$ cat config.mk
export PLATFORM = sky130hd
export DESIGN_NAME = pipeline_hazard_ctrl
export DESIGN_NICKNAME = d
export VERILOG_FILES = /design/src/rtl/pipeline_hazard_ctrl.sv
export SDC_FILE = /design/constraint.sdc
export NUM_CORES = 1
export LEC_CHECK = 0
export CAP_MARGIN = 40
export CORE_AREA = 2 2 100 102
export CTS_CLUSTER_DIAMETER = 200
export DETAILED_ROUTE_END_ITERATION = 8
export DIE_AREA = 0 0 102 104
export PLACE_DENSITY = 0.5
export SLEW_MARGIN = 15
export SYNTH_ARGS = -nofsm -noshare
export SYNTH_HDL_FRONTEND = slang
export SYNTH_SLANG_ARGS = --single-unit
$ cat constraint.sdc
create_clock -name clk -period 3.8 [get_ports clk]
set_clock_uncertainty 0.15 [all_clocks]
set_input_delay 0.38 -clock clk [delete_from_list [all_inputs] [get_ports clk]]
set_output_delay 0.38 -clock clk [all_outputs]
set_load 0.01 [all_outputs]
$ cat src/rtl/pipeline_hazard_ctrl.sv
// ID-stage hazard detection, forwarding selects and multiply/divide busy sequencing
// for the five-stage pipeline, plus a free-running stall-cycle counter.
module pipeline_hazard_ctrl #(
  parameter int unsigned MULT_CYCLES = 5,
  parameter int unsigned DIV_CYCLES  = 10
) (
  input  logic        clk,
  input  logic        reset,
  input  logic [4:0]  ID_rs,
  input  logic [4:0]  ID_rt,
  input  logic [1:0]  ID_tuseRs,
  input  logic [1:0]  ID_tuseRt,
  input  logic        ID_isMD,
  input  logic [4:0]  EX_wreg,
  input  logic [4:0]  MEM_wreg,
  input  logic        EX_RegWrite,
  input  logic        MEM_RegWrite,
  input  logic [1:0]  EX_timeNew,
  input  logic [1:0]  MEM_timeNew,
  input  logic        EX_mdStart,
  input  logic        EX_mdOp,
  output logic        stall,
  output logic [1:0]  ID_fwdRs,
  output logic [1:0]  ID_fwdRt,
  output logic        mdBusy,
  output logic        mdOverrun,
  output logic [31:0] stallCount
);

  typedef enum logic {IDLE = 1'b0, BUSY = 1'b1} md_state_e;

  md_state_e   state_q;
  logic [3:0]  cnt_q;
  logic        overrun_q;
  logic [31:0] stall_cnt_q;

  logic [4:0] src      [2];
  logic [1:0] tuse     [2];
  logic [1:0] fwd      [2];
  logic [1:0] hz_ex;
  logic [1:0] hz_mem;
  logic       hz_md;

  assign src[0]  = ID_rs;
  assign src[1]  = ID_rt;
  assign tuse[0] = ID_tuseRs;
  assign tuse[1] = ID_tuseRt;

  // Tuse of 3 marks an unused operand; timeNew never exceeds 2, so it never hazards.
  generate
    for (genvar gi = 0; gi < 2; gi++) begin : g_src
      logic match_ex;
      logic match_mem;
      assign match_ex  = (src[gi] != 5'd0) && EX_RegWrite  && (EX_wreg  == src[gi]);
      assign match_mem = (src[gi] != 5'd0) && MEM_RegWrite && (MEM_wreg == src[gi]);
      assign hz_ex[gi]  = match_ex  && (EX_timeNew  > tuse[gi]);
      assign hz_mem[gi] = match_mem && (MEM_timeNew > tuse[gi]);
      assign fwd[gi] = (match_ex  && (EX_timeNew  == 2'd0)) ? 2'd1 :
                       (match_mem && (MEM_timeNew == 2'd0)) ? 2'd2 : 2'd0;
    end
  endgenerate

  assign mdBusy     = (state_q == BUSY);
  assign hz_md      = ID_isMD && (mdBusy || EX_mdStart);
  assign stall      = (|hz_ex) || (|hz_mem) || hz_md;
  assign ID_fwdRs   = fwd[0];
  assign ID_fwdRt   = fwd[1];
  assign mdOverrun  = overrun_q;
  assign stallCount = stall_cnt_q;

  // A start arriving while busy is dropped and only flagged; the running count is untouched.
  always_ff @(posedge clk or negedge reset) begin
    if (!reset) begin
      state_q     <= IDLE;
      cnt_q       <= 4'd0;
      overrun_q   <= 1'b0;
      stall_cnt_q <= 32'd0;
    end else begin
      if (stall) stall_cnt_q <= stall_cnt_q + 32'd1;
      case (state_q)
        IDLE: begin
          if (EX_mdStart) begin
            cnt_q   <= EX_mdOp ? 4'(DIV_CYCLES) : 4'(MULT_CYCLES);
            state_q <= BUSY;
          end
        end
        BUSY: begin
          if (EX_mdStart) overrun_q <= 1'b1;
          cnt_q <= cnt_q - 4'd1;
          if (cnt_q == 4'd1) state_q <= IDLE;
        end
        default: state_q <= IDLE;
      endcase
    end
  end

endmodule
-- After elaboration in Yosys (flattened, before gate mapping)
Index checks and enable logic that the tools add are counted.
- add/subtract/negate cells: 2
- $lt $le $gt $ge: 4
- equality and inequality tests: 6
- mux-type cells: 10
- bitwise gates (word level): 1
- reductions and logical operators: 27
- operators with widths (cell ; number):
    adder 32 x 1 -> 32 bit (second input constant) ; 1
    == test 5 bit ; 4
    logical AND 1 bit ; 17
    nonzero test 5 bit ; 2
    > comparator 2 bit ; 4
    2-to-1 mux 2 bit ; 4
    2-to-1 mux 4 bit ; 2
    one-hot mux 4 bit (2 select lines) ; 1
    == test 4 x 1 -> 1 bit (second input constant) ; 1
    logical NOT 2 bit ; 2
    OR reduction 2 bit ; 2
    subtractor 4 x 1 -> 4 bit (second input constant) ; 1
    logical OR 1 bit ; 3
    2-to-1 mux 1 bit ; 2
    != test 2 bit (second input constant) ; 1
    one-hot mux 1 bit (2 select lines) ; 1
    AND reduction 2 bit ; 1
    inverter 1 bit ; 1
- bits in registers: 38
- input bits: 35

-- Logic depth before layout (Yosys ltp)
Gate-level depths: netlist of the first run.
- depth in word-level cells: 7
- depth in mapped cells: 10
- depth with buffers taken out: 8

-- Worst setup path before layout of the first run
Ideal clock, no wire load.
- kind: input-to-output
- from: input port ID_rs[1]
- to: output port ID_fwdRs[1]
- data arrival time: 1.927 ns
- required time: 3.270 ns
- slack: 1.343 ns
- cell stages on the path: 5
- path through: or4_4 o211ai_2 nor4_1 or4_1 nor3_1
- word-level cells in the longest chain between the ends: 6
- elaborated cells between the ends (all ways): 11
- those cells by class: 2 x eq/ne; 2 x mux; 7 x reduce/logical
- ends and longest elaborated chain (item ; line ; RTL):
    from (decl) ; 9 ; input logic [4:0] ID_rs,
    nonzero test 5 bit ; 54, 55 ;
    logical AND 1 bit (2 in a row) ; 55 ; assign match_mem = (src[gi] != 5'd0) && MEM_RegWrite && (MEM_wreg == src[gi]);
    logical AND 1 bit ; 59 ; (match_mem && (MEM_timeNew == 2'd0)) ? 2'd2 : 2'd0;
    2-to-1 mux 2 bit ; 59 ;
    2-to-1 mux 2 bit (*) ; 58 ; assign fwd[gi] = (match_ex && (EX_timeNew == 2'd0)) ? 2'd1 :
    to (decl) ; 23 ; output logic [1:0] ID_fwdRs,
Mark *: on every way between the ends. The rest lies on a longest branch, timed or not.

-- Worst setup path in the final report of the first run
Ends and elaborated chain as after synthesis.

==> summary.md, run 1 <==
| Metric | Value |
|---|---|
| Leakage Power | `1.31 nW` |
| Data required time of the worst path | `3.27 ns` |
| Max clock buf depth | `2` |
| Number of non-filler instances in the completed layout | `434` |
| Number of antenna violations at the first check in global routing | `0` |
| Site Rows | `36` |
| Arrival @ worst endpoint | `2.87 ns` |
| Via count | `1919` |
| Post-DR vias/cell | `4.42` |
| Top fanout value on the critical path | `3` |
| Chip width | `102 microns` |
| Remaining design rule violation count | `0` |
| Total of cells resized after clock tree synthesis | `0` |
| Core Area | `0.00955 sq mm` |
| Worst Hold Depth | `1` |
| Number of violations of the max-capacitance limit | `0` |
| Post-Synthesis Cell Area | `0.00232 sq mm` |
| Sink count of the clock tree | `38` |
| Highest clock rate | `294 MHz` |
| Y dimension of the die | `104 microns` |
| Actual slew at the worst max-slew pin | `0.598 ns` |
| Reg2Reg Launch Point | `mdBusy` |
| Final routed wire length divided by cell count | `13.9 microns` |
| RSZ-0062 raised after global routing | `no` |
| Worst Hold End | `mdOverrun` |
| IO buf count | `73` |
| Final nets | `347` |
| Area delta synth->final | `42.8%` |
| Global-route wire length before repair | `10000 microns` |
| Root buffer cell | `sky130_fd_sc_hd__clkbuf_8` |
| Number of max-slew violations in the final report | `0` |
| Run status | `finished, final reports clean` |
| Starting density of the core | `0.243` |
| Total congestion overflow | `0` |
| Min-Delay Startpoint | `mdOverrun` |
| Final hold violations | `0` |
| Proportion of layout cells with a drive suffix above 1 | `0.0565` |
| Detailed placement HPWL | `4680 microns` |
| Sort of element at the start of the critical path | `primary input` |
| Clock tree from TritonCTS | `done` |
| Clock transition at the registers of the reported paths | `0.07 ns` |
| Setup-violating endpoint count in the final report | `0` |
| Final period utilization | `0.895` |
| Number of fill cells in the layout | `1009` |
| Residual antenna-violating net count after detailed routing | `0` |
| Area enclosed by the die boundary | `0.0106 sq mm` |
| Routability congestion estimate from global placement | `0.816` |
| Total Negative Setup Slacks | `0 ns` |
| CTS buffer count | `5` |
| CTS H-tree lvls | `2` |
| Type of the worst min-delay path | `flop to flop` |
| Worst-case register-to-register setup slack | `1.40 ns` |
| Register Area | `951 sq um` |
| Largest net degree at the start of global routing | `33` |
| # Post-CTS Setup Buffers | `0` |
| Sequential element share of the synthesized area | `0.410` |
| Post-route minimum period | `3.40 ns` |
| Number of warning messages in the yosys log | `0` |
| Synthesized net count | `273` |
| CP Capture Type | `output pin` |
| # placed instances | `426` |
| GRT Total Usage | `0.119` |
| Number of design-rule violations left by the first detailed-router iteration | `65` |
| Number of placed I/O pins | `74` |
| Via count of the first global-routing pass | `1928` |
| Post-synthesis average cell area | `10.2 sq um` |
| R2r worst-path depth | `5` |
| Max IR drop VDD | `0.148 mV` |
| Max-slew headroom | `0.601` |
| Post-synthesis cell count | `227` |
| Total area of multi-input combinational cells | `0.00127 sq mm` |
| 1st-pass router iterations | `4` |
| P per Cell Area | `397 mW/mm^2` |
| Startpoint-to-endpoint class of the critical path | `primary input to output pin` |
| Count of state elements after synthesis | `38` |
| Destination of the worst register-to-register timing path | `stallCount[1]` |
| Inserted Diodes | `0` |
| Unique cell type count in the Yosys netlist | `35` |
| Clock latency on the worst-skew pair | `0.28 ns` |
| DRT Wirelength | `6040 microns` |
-- power breakdown --
part	total, mW	internal, mW	switching (mW)
sequential	0.566	0.468	0.0983
combinational	0.395	0.217	0.178
clock	0.353	0.210	0.143
-- worst max path at each step --
stage | cells past startpoint | slack, ns | to | from
global route | 7 | 0.28 | ID_fwdRs[1] | ID_rs[1]
CTS | 7 | 0.37 | ID_fwdRs[1] | ID_rs[1]
finish | 7 | 0.40 | ID_fwdRs[1] | ID_rs[1]
global placement | 7 | 0.40 | ID_fwdRs[1] | ID_rs[1]
floorplan | 5 | 1.34 | ID_fwdRs[1] | ID_rs[1]
detailed placement | 7 | 0.38 | ID_fwdRs[1] | ID_rs[1]
-- layout by cell type (no fill, tap or decap), types with 6 or more instances in the layout --
master / n
sky130_fd_sc_hd__clkdlybuf4s50_1: 72
sky130_fd_sc_hd__xnor2_1: 50
sky130_fd_sc_hd__dfrtp_1: 38
sky130_fd_sc_hd__nand4_1: 22
sky130_fd_sc_hd__and3_1: 15
sky130_fd_sc_hd__ha_1: 11
sky130_fd_sc_hd__inv_1: 10
sky130_fd_sc_hd__nand2_1: 9
sky130_fd_sc_hd__nand3_1: 8
sky130_fd_sc_hd__and4_1: 7
sky130_fd_sc_hd__o21ai_0: 6
sky130_fd_sc_hd__clkbuf_8: 6
-- cells in the mapped netlist (all sizes together) --
master   instances  area, sq um
xnor2           50          438
dfrtp           38          951
nand4           22          138
and3            15         93.8
ha              11          138
nand3           11         70.1
inv             10         37.5
nand2            9         33.8
and4             7         61.3
o21ai            6         30.0
a21oi            5         25.0
buf              5         42.5
nor2             5         18.8
clkbuf           4         15.0
nor2b            4         25.0
nor4             4         25.0
or4              4         33.8
a2111oi          2         17.5
nor3             2         10.0
o211ai           2         20.0
xor2             2         17.5
a21o             1         7.51
and2             1         6.26
mux2             1         11.3
mux2i            1         10.0
nand3b           1         7.51
nor4bb           1         10.0
o221a            1         11.3
o41ai            1         8.76
or3              1         6.26
-- through the flow --
| step | hold WS [ns] | worst slack [ns] | util | area, sq um | power (mW) |
|---|---|---|---|---|---|
| after floorplan | -0.0656 | 1.34 | - | 2320 | 0.771 |
| after global placement | 0.288 | 0.404 | 0.331 | 3160 | 0.962 |
| after detailed placement | 0.223 | 0.382 | 0.334 | 3190 | 0.970 |
| after CTS | 0.315 | 0.367 | 0.347 | 3310 | 1.34 |
| after global routing | 0.344 | 0.281 | 0.347 | 3310 | 1.41 |
| final | 0.311 | 0.397 | 0.347 | 3310 | 1.31 |
-- routing by layer --
layer | part of all wire | vias up | wire (microns) | track usage
met3 | 0.021 | 4 | 124 | 0.0188
met4 | 0.010 | 0 | 61 | 0.0362
met1 | 0.46 | 926 | 2760 | 0.162
met2 | 0.51 | 26 | 3090 | 0.192
li1 | - | 963 | - | -
met5 | 0 | - | 0 | 0
-- flip-flops by register name, indices dropped and copies added (netlist names) --
register    count
stallCount     32
cnt_q           4
mdBusy          1
mdOverrun       1
-- cell families (layout without fill, tap and decap cells) --
logic type / after synthesis / count (layout) / synth area share
xor gates and xnor gates: 52 / 52 / 0.196
and+or+nand+nor: 87 / 87 / 0.232
adders and majority gates: 11 / 11 / 0.0593
DFF: 38 / 38 / 0.410
muxes: 2 / 2 / 0.00917
AOI/OAI and AO/OA: 18 / 18 / 0.0518
buffers and inverters: 19 / 93 / 0.0410
-- critical path, stage by stage --
cell	delay, ns
sky130_fd_sc_hd__clkdlybuf4s50_1	0.47
sky130_fd_sc_hd__or4_4	0.56
sky130_fd_sc_hd__o211ai_2	0.18
sky130_fd_sc_hd__nor4_1	0.08
sky130_fd_sc_hd__or4_1	0.50
sky130_fd_sc_hd__nor3_1	0.14
sky130_fd_sc_hd__clkdlybuf4s50_1	0.56
-- layout make-up --
cell class / instances / area share
sequential: 38 / 0.287
timing repair buffer: 76 / 0.233
tap: 133 / 0.0502
clock inverter: 1 / 0.00907
inverter: 10 / 0.0113
clock buffer: 6 / 0.0249
multi-input combinational: 170 / 0.385
-- what timing repair did --
action	in CTS	in global routing
endpoints found under the hold margin	17	0
hold buffers	1	0
endpoints found under the setup margin	0	0
Power figures use the tool's default switching activity.
==> run 2, diff against run 1 <==
Settings changed: CORE_AREA 2 2 100 102 to 5 5 103 105, DIE_AREA 0 0 102 104 to 0 0 108 110.
==> summary.md, run 2 (synthesized netlist as in run 1, its figures left out) <==
| Metric | Value |
|---|---|
| Max stage delay on crit path | `0.57 ns (was 0.56 ns)` |
| Number of violations of the max-capacitance limit | `0 (unchanged)` |
| Worst path slowest cell | `sky130_fd_sc_hd__or4_4 (unchanged)` |
| Final period utilization | `0.908 (was 0.895)` |
| Sink count of the clock tree | `38 (unchanged)` |
| Inserted Diodes | `0 (unchanged)` |
| Design Area, Final | `0.00329 sq mm (was 0.00331 sq mm)` |
| Post-route minimum period | `3.45 ns (was 3.40 ns)` |
| GRT Total Usage | `0.106 (was 0.119)` |
| CTS H-tree lvls | `2 (unchanged)` |
| Highest clock rate | `290 MHz (was 294 MHz)` |
| Chip width | `108 microns (was 102 microns)` |
| Starting density of the core | `0.243 (unchanged)` |
| Type of the worst min-delay path | `flop to flop (unchanged)` |
| Root buffer cell | `sky130_fd_sc_hd__clkbuf_8 (unchanged)` |
| Y dimension of the die | `110 microns (was 104 microns)` |
| Actual slew at the worst max-slew pin | `0.567 ns (was 0.598 ns)` |
| Site Rows | `36 (unchanged)` |
| Sort of element at the start of the critical path | `primary input (unchanged)` |
| Post-DR vias/cell | `4.45 (was 4.42)` |
| Final hold violations | `0 (unchanged)` |
| Pre-CTS setup slack | `0.346 ns (was 0.382 ns)` |
| Core Area | `0.00955 sq mm (unchanged)` |
| IO buf count | `73 (unchanged)` |
| Arrival @ worst endpoint | `2.92 ns (was 2.87 ns)` |
| Run status | `finished, final reports clean (unchanged)` |
| Final routed wire length divided by cell count | `14.2 microns (was 13.9 microns)` |
| Leakage Power | `1.30 nW (was 1.31 nW)` |
| Max FFs per register | `32 (unchanged)` |
| CTS buffer count | `5 (unchanged)` |
| Max clock buf depth | `2 (unchanged)` |
| Number of fill cells in the layout | `1024 (was 1009)` |
| Residual antenna-violating net count after detailed routing | `0 (unchanged)` |
| P per Cell Area | `381 mW/mm^2 (was 397 mW/mm^2)` |
| # Post-CTS Setup Buffers | `0 (unchanged)` |
| Proportion of layout cells with a drive suffix above 1 | `0.0596 (was 0.0565)` |
| Area enclosed by the die boundary | `0.0119 sq mm (was 0.0106 sq mm)` |
| Clock transition at the registers of the reported paths | `0.08 ns (was 0.07 ns)` |
| Number of antenna violations at the first check in global routing | `0 (unchanged)` |
| Post-Place Cell Area | `0.00318 sq mm (was 0.00319 sq mm)` |
| Area delta synth->final | `41.7% (was 42.8%)` |
| Total Negative Setup Slacks | `0 ns (unchanged)` |
| Global-route wire length before repair | `9940 microns (was 10000 microns)` |
| Top fanout value on the critical path | `3 (unchanged)` |
| Remaining design rule violation count | `0 (unchanged)` |
| Total congestion overflow | `0 (unchanged)` |
| Final nets | `347 (unchanged)` |
| DRT Wirelength | `6200 microns (was 6040 microns)` |
| Max-slew headroom | `0.622 (was 0.601)` |
| Number of placed I/O pins | `74 (unchanged)` |
| Most common library cell in the layout ignoring fill and taps | `sky130_fd_sc_hd__clkdlybuf4s50_1 (unchanged)` |
| Setup-violating endpoint count in the final report | `0 (unchanged)` |
| Largest net degree at the start of global routing | `33 (unchanged)` |
| RSZ-0062 raised after global routing | `no (unchanged)` |
| Number of max-slew violations in the final report | `0 (unchanged)` |
| Via count of the first global-routing pass | `1908 (was 1928)` |
| Clock latency on the worst-skew pair | `0.29 ns (was 0.28 ns)` |
| Slack of the critical path | `0.349 ns (was 0.397 ns)` |
| Data required time of the worst path | `3.27 ns (about the same)` |
| CP Capture Type | `output pin (unchanged)` |
| Startpoint-to-endpoint class of the critical path | `primary input to output pin (unchanged)` |
| Number of design-rule violations left by the first detailed-router iteration | `62 (was 65)` |
| Worst path most repeated cell | `sky130_fd_sc_hd__clkdlybuf4s50_1 (unchanged)` |
| 1st-pass router iterations | `4 (unchanged)` |
| Clock tree from TritonCTS | `done (unchanged)` |
| Sequence of cells on the critical path | `clkdlybuf4s50_1, or4_4, o211ai_2, nor4_1, or4_1, nor3_1, clkdlybuf4s50_1 (unchanged)` |
| Detailed placement HPWL | `4860 microns (was 4680 microns)` |
| Via count | `1937 (was 1919)` |
| Max IR drop VDD | `0.157 mV (was 0.148 mV)` |
| Overall power of the completed layout | `1.25 mW (was 1.31 mW)` |
| Most used cells in the layout excluding fill and tap cells | `72 x sky130_fd_sc_hd__clkdlybuf4s50_1, 50 x sky130_fd_sc_hd__xnor2_1, 38 x sky130_fd_sc_hd__dfrtp_1 (unchanged)` |
| Routability congestion estimate from global placement | `0.826 (was 0.816)` |
## run 2: report_power, final
group	leakage, nW	switching, mW	internal, mW	total (mW)
registers	0.500	0.101	0.467	0.568
logic	0.754	0.173	0.214	0.387
clock network	0.0472	0.149	0.146	0.296
total	1.30	0.423	0.828	1.25
## run 2: per-layer routing
layer  global-route usage  share of wire
met3               0.0204          0.028
met4               0.0406          0.025
met1                0.135           0.44
met5                    0              0
met2                0.178           0.51
## run 2: worst paths after layout
path	startpoint	endpoint	depth (start not counted)	slack, ns
setup / recovery	ID_rs[1]	ID_fwdRs[1]	7	0.35
hold / removal	mdOverrun	mdOverrun	1	0.32
setup reg to reg	mdBusy	stallCount[1]	5	1.42
hold reg to reg	mdOverrun	mdOverrun	1	0.32
max in group asynchronous	reset	stallCount[0]	3	2.64
min in group asynchronous	reset	stallCount[31]	2	0.40
## run 2: stage by stage
| step | hold slack, ns | cells | utilization |
|---|---|---|---|
| 2_1_floorplan | -0.0656 | 227 | - |
| 3_3_place_gp | 0.293 | 425 | 0.331 |
| 3_5_place_dp | 0.192 | 426 | 0.333 |
| 4_1_cts | 0.322 | 435 | 0.344 |
| 5_1_grt | 0.343 | 435 | 0.344 |
| 6_report | 0.315 | 435 | 0.344 |
## run 2: repair_timing
action / 4_1_cts / 5_1_grt
endpoints found under the hold margin: 15 / 0
hold buffers: 1 / 0
gates resized for setup: 0 / 0
## run 2: area by class of cell
| class | count | area, sq um | share of cell area |
|---|---|---|---|
| multi-input cells | 170 | 1270 | 0.388 |
| flip-flops and latches | 38 | 951 | 0.289 |
| repair buffers | 76 | 763 | 0.232 |
| well taps | 133 | 166 | 0.0506 |
| clock buffers | 6 | 82.6 | 0.0251 |
| inverters | 10 | 37.5 | 0.0114 |
| clock inverters | 2 | 12.5 | 0.00381 |
## run 2: critical path: cells and delay by family
family,cells,cell delay (ns)
AOI/OAI and AO/OA,1,0.19
buffers and inverters,2,1.03
and+or+nand+nor,4,1.32
==> run 3, diff against run 2 <==
Settings changed: SETUP_SLACK_MARGIN from default to 0.3.
==> summary.md, run 3 (synthesized netlist as in run 1, its figures left out) <==
| Metric | Value |
|---|---|
| Max FFs per register | `32 (unchanged)` |
| Part of the power in the clock network | `0.236 (about the same)` |
| Part of the total power dissipated in sequential elements | `0.454 (about the same)` |
| Detailed placement HPWL | `4860 microns (unchanged)` |
| Clock tree from TritonCTS | `done (unchanged)` |
| Worst path most repeated cell | `sky130_fd_sc_hd__clkdlybuf4s50_1 (unchanged)` |
| Clock latency on the worst-skew pair | `0.29 ns (about the same)` |
| Int Pwr | `0.828 mW (about the same)` |
| Most used cells in the layout excluding fill and tap cells | `71 x sky130_fd_sc_hd__clkdlybuf4s50_1, 50 x sky130_fd_sc_hd__xnor2_1, 38 x sky130_fd_sc_hd__dfrtp_1 (was 72 x sky130_fd_sc_hd__clkdlybuf4s50_1, 50 x sky130_fd_sc_hd__xnor2_1, 38 x sky130_fd_sc_hd__dfrtp_1)` |
| Root buffer cell | `sky130_fd_sc_hd__clkbuf_8 (unchanged)` |
| Comb power frac | `0.309 (about the same)` |
| CTS H-tree lvls | `2 (unchanged)` |
| Number of antenna violations at the first check in global routing | `0 (unchanged)` |
| Slack of the critical path | `0.496 ns (was 0.349 ns)` |
| Net load switching power | `0.423 mW (unchanged)` |
| Via count of the first global-routing pass | `1908 (unchanged)` |
| Switch share | `0.338 (about the same)` |
| Type of the worst min-delay path | `flop to flop (unchanged)` |
| Total Negative Setup Slacks | `0 ns (unchanged)` |
| Y dimension of the die | `110 microns (unchanged)` |
| Total congestion overflow | `0 (unchanged)` |
| RSZ-0062 raised after global routing | `no (unchanged)` |
| Most common library cell in the layout ignoring fill and taps | `sky130_fd_sc_hd__clkdlybuf4s50_1 (unchanged)` |
| Max IR drop VDD | `0.157 mV (unchanged)` |
| Top fanout value on the critical path | `3 (unchanged)` |
| Remaining design rule violation count | `0 (unchanged)` |
| Pre-CTS setup slack | `0.346 ns (unchanged)` |
| DRT Wirelength | `6200 microns (about the same)` |
| Final nets | `347 (unchanged)` |
| Setup-violating endpoint count in the final report | `0 (unchanged)` |
| Post-route minimum period | `3.30 ns (was 3.45 ns)` |
| Actual slew at the worst max-slew pin | `0.567 ns (unchanged)` |
| Inserted Diodes | `0 (unchanged)` |
| Sink count of the clock tree | `38 (unchanged)` |
| Chip width | `108 microns (unchanged)` |
| Number of design-rule violations left by the first detailed-router iteration | `62 (unchanged)` |
| Highest clock rate | `303 MHz (was 290 MHz)` |
| IO buf count | `73 (unchanged)` |
| Area delta synth->final | `41.8% (was 41.7%)` |
| Sequence of cells on the critical path | `clkdlybuf4s50_1, or4_4, o211ai_2, a2111oi_0, or4_1, clkdlybuf4s50_1 (was clkdlybuf4s50_1, or4_4, o211ai_2, nor4_1, or4_1, nor3_1, clkdlybuf4s50_1)` |
| Routability congestion estimate from global placement | `0.826 (unchanged)` |
| Residual antenna-violating net count after detailed routing | `0 (unchanged)` |
| Category of cells accounting for the largest share of critical-path delay | `simple AND/OR/NAND/NOR gates (unchanged)` |
| # Post-CTS Setup Buffers | `0 (unchanged)` |
| Sort of element at the start of the critical path | `primary input (unchanged)` |
| 1st-pass router iterations | `4 (unchanged)` |
| Overall power of the completed layout | `1.25 mW (about the same)` |
| CP Capture Type | `output pin (unchanged)` |
| Number of violations of the max-capacitance limit | `0 (unchanged)` |
| Run status | `finished, final reports clean (unchanged)` |
| Clock transition at the registers of the reported paths | `0.08 ns (about the same)` |
| Max-slew headroom | `0.622 (unchanged)` |
| Global-route wire length before repair | `9940 microns (unchanged)` |
| Worst path slowest cell | `sky130_fd_sc_hd__or4_4 (unchanged)` |
| Arrival @ worst endpoint | `2.77 ns (was 2.92 ns)` |
| Startpoint-to-endpoint class of the critical path | `primary input to output pin (unchanged)` |
| Proportion of layout cells with a drive suffix above 1 | `0.0596 (unchanged)` |
| P per Cell Area | `380 mW/mm^2 (was 381 mW/mm^2)` |
| Number of placed I/O pins | `74 (unchanged)` |
| Site Rows | `36 (unchanged)` |
| Data required time of the worst path | `3.27 ns (about the same)` |
| Final hold violations | `0 (unchanged)` |
| Total buffers and inverters traversed by the critical path | `2 (unchanged)` |
| Leakage Power | `1.32 nW (was 1.30 nW)` |
| Largest net degree at the start of global routing | `33 (unchanged)` |
| GRT Total Usage | `0.106 (unchanged)` |
| Via count | `1937 (unchanged)` |
| Area enclosed by the die boundary | `0.0119 sq mm (unchanged)` |
| Number of max-slew violations in the final report | `0 (unchanged)` |
| Core Area | `0.00955 sq mm (unchanged)` |
| Final routed wire length divided by cell count | `14.3 microns (was 14.2 microns)` |
| CTS buffer count | `5 (unchanged)` |
| Post-DR vias/cell | `4.45 (unchanged)` |
| Final period utilization | `0.870 (was 0.908)` |
| Max clock buf depth | `2 (unchanged)` |
| WHS | `0.315 ns (unchanged)` |
| Starting density of the core | `0.243 (unchanged)` |
| Max stage delay on crit path | `0.57 ns (about the same)` |
run 3: timing repair:
action,CTS,global route
hold buffers,1,0
setup endpoints to repair,0,1
endpoints found under the hold margin,15,0
resized for setup,0,1
run 3: power groups by stage:
stage,combinational (mW),clock [mW],sequential (mW)
final,0.387,0.296,0.568
after floorplan,0.218,0,0.553
after CTS,0.395,0.311,0.568
after global placement,0.387,0,0.574
after detailed placement,0.393,0,0.577
after global routing,0.428,0.327,0.583
run 3: area by class of cell:
| cell class | count | area [sq um] |
|---|---|---|
| fill | 1023 | 6260 |
| timing repair buffer | 76 | 766 |
| tap | 133 | 166 |
| multi-input combinational | 170 | 1270 |
| sequential | 38 | 951 |
| clock buffer | 6 | 82.6 |
| inverter | 10 | 37.5 |
| clock inverter | 2 | 12.5 |
run 3: worst paths after layout:
path | from | to | slack [ns] | cells past startpoint
min in group asynchronous | reset | stallCount[31] | 0.40 | 2
worst max register to register | mdBusy | stallCount[1] | 1.42 | 5
max in group asynchronous | reset | stallCount[0] | 2.64 | 3
worst min-delay path | mdOverrun | mdOverrun | 0.32 | 1
worst min register to register | mdOverrun | mdOverrun | 0.32 | 1
worst max-delay path | ID_rs[1] | stall | 0.50 | 6
run 3: routing by layer:
| metal | track usage | share of wire | up-vias |
|---|---|---|---|
| met5 | 0 | 0 | - |
| met4 | 0.0406 | 0.025 | 0 |
| met3 | 0.0204 | 0.028 | 10 |
| met2 | 0.178 | 0.51 | 36 |
| met1 | 0.135 | 0.44 | 920 |
| li1 | - | - | 971 |
run 3: through the flow:
stage,area (sq um),cells,utilization
floorplan,2320,227,-
detailed placement,3180,426,0.333
CTS,3290,435,0.344
global route,3290,435,0.344
finish,3290,435,0.344
global placement,3160,425,0.331
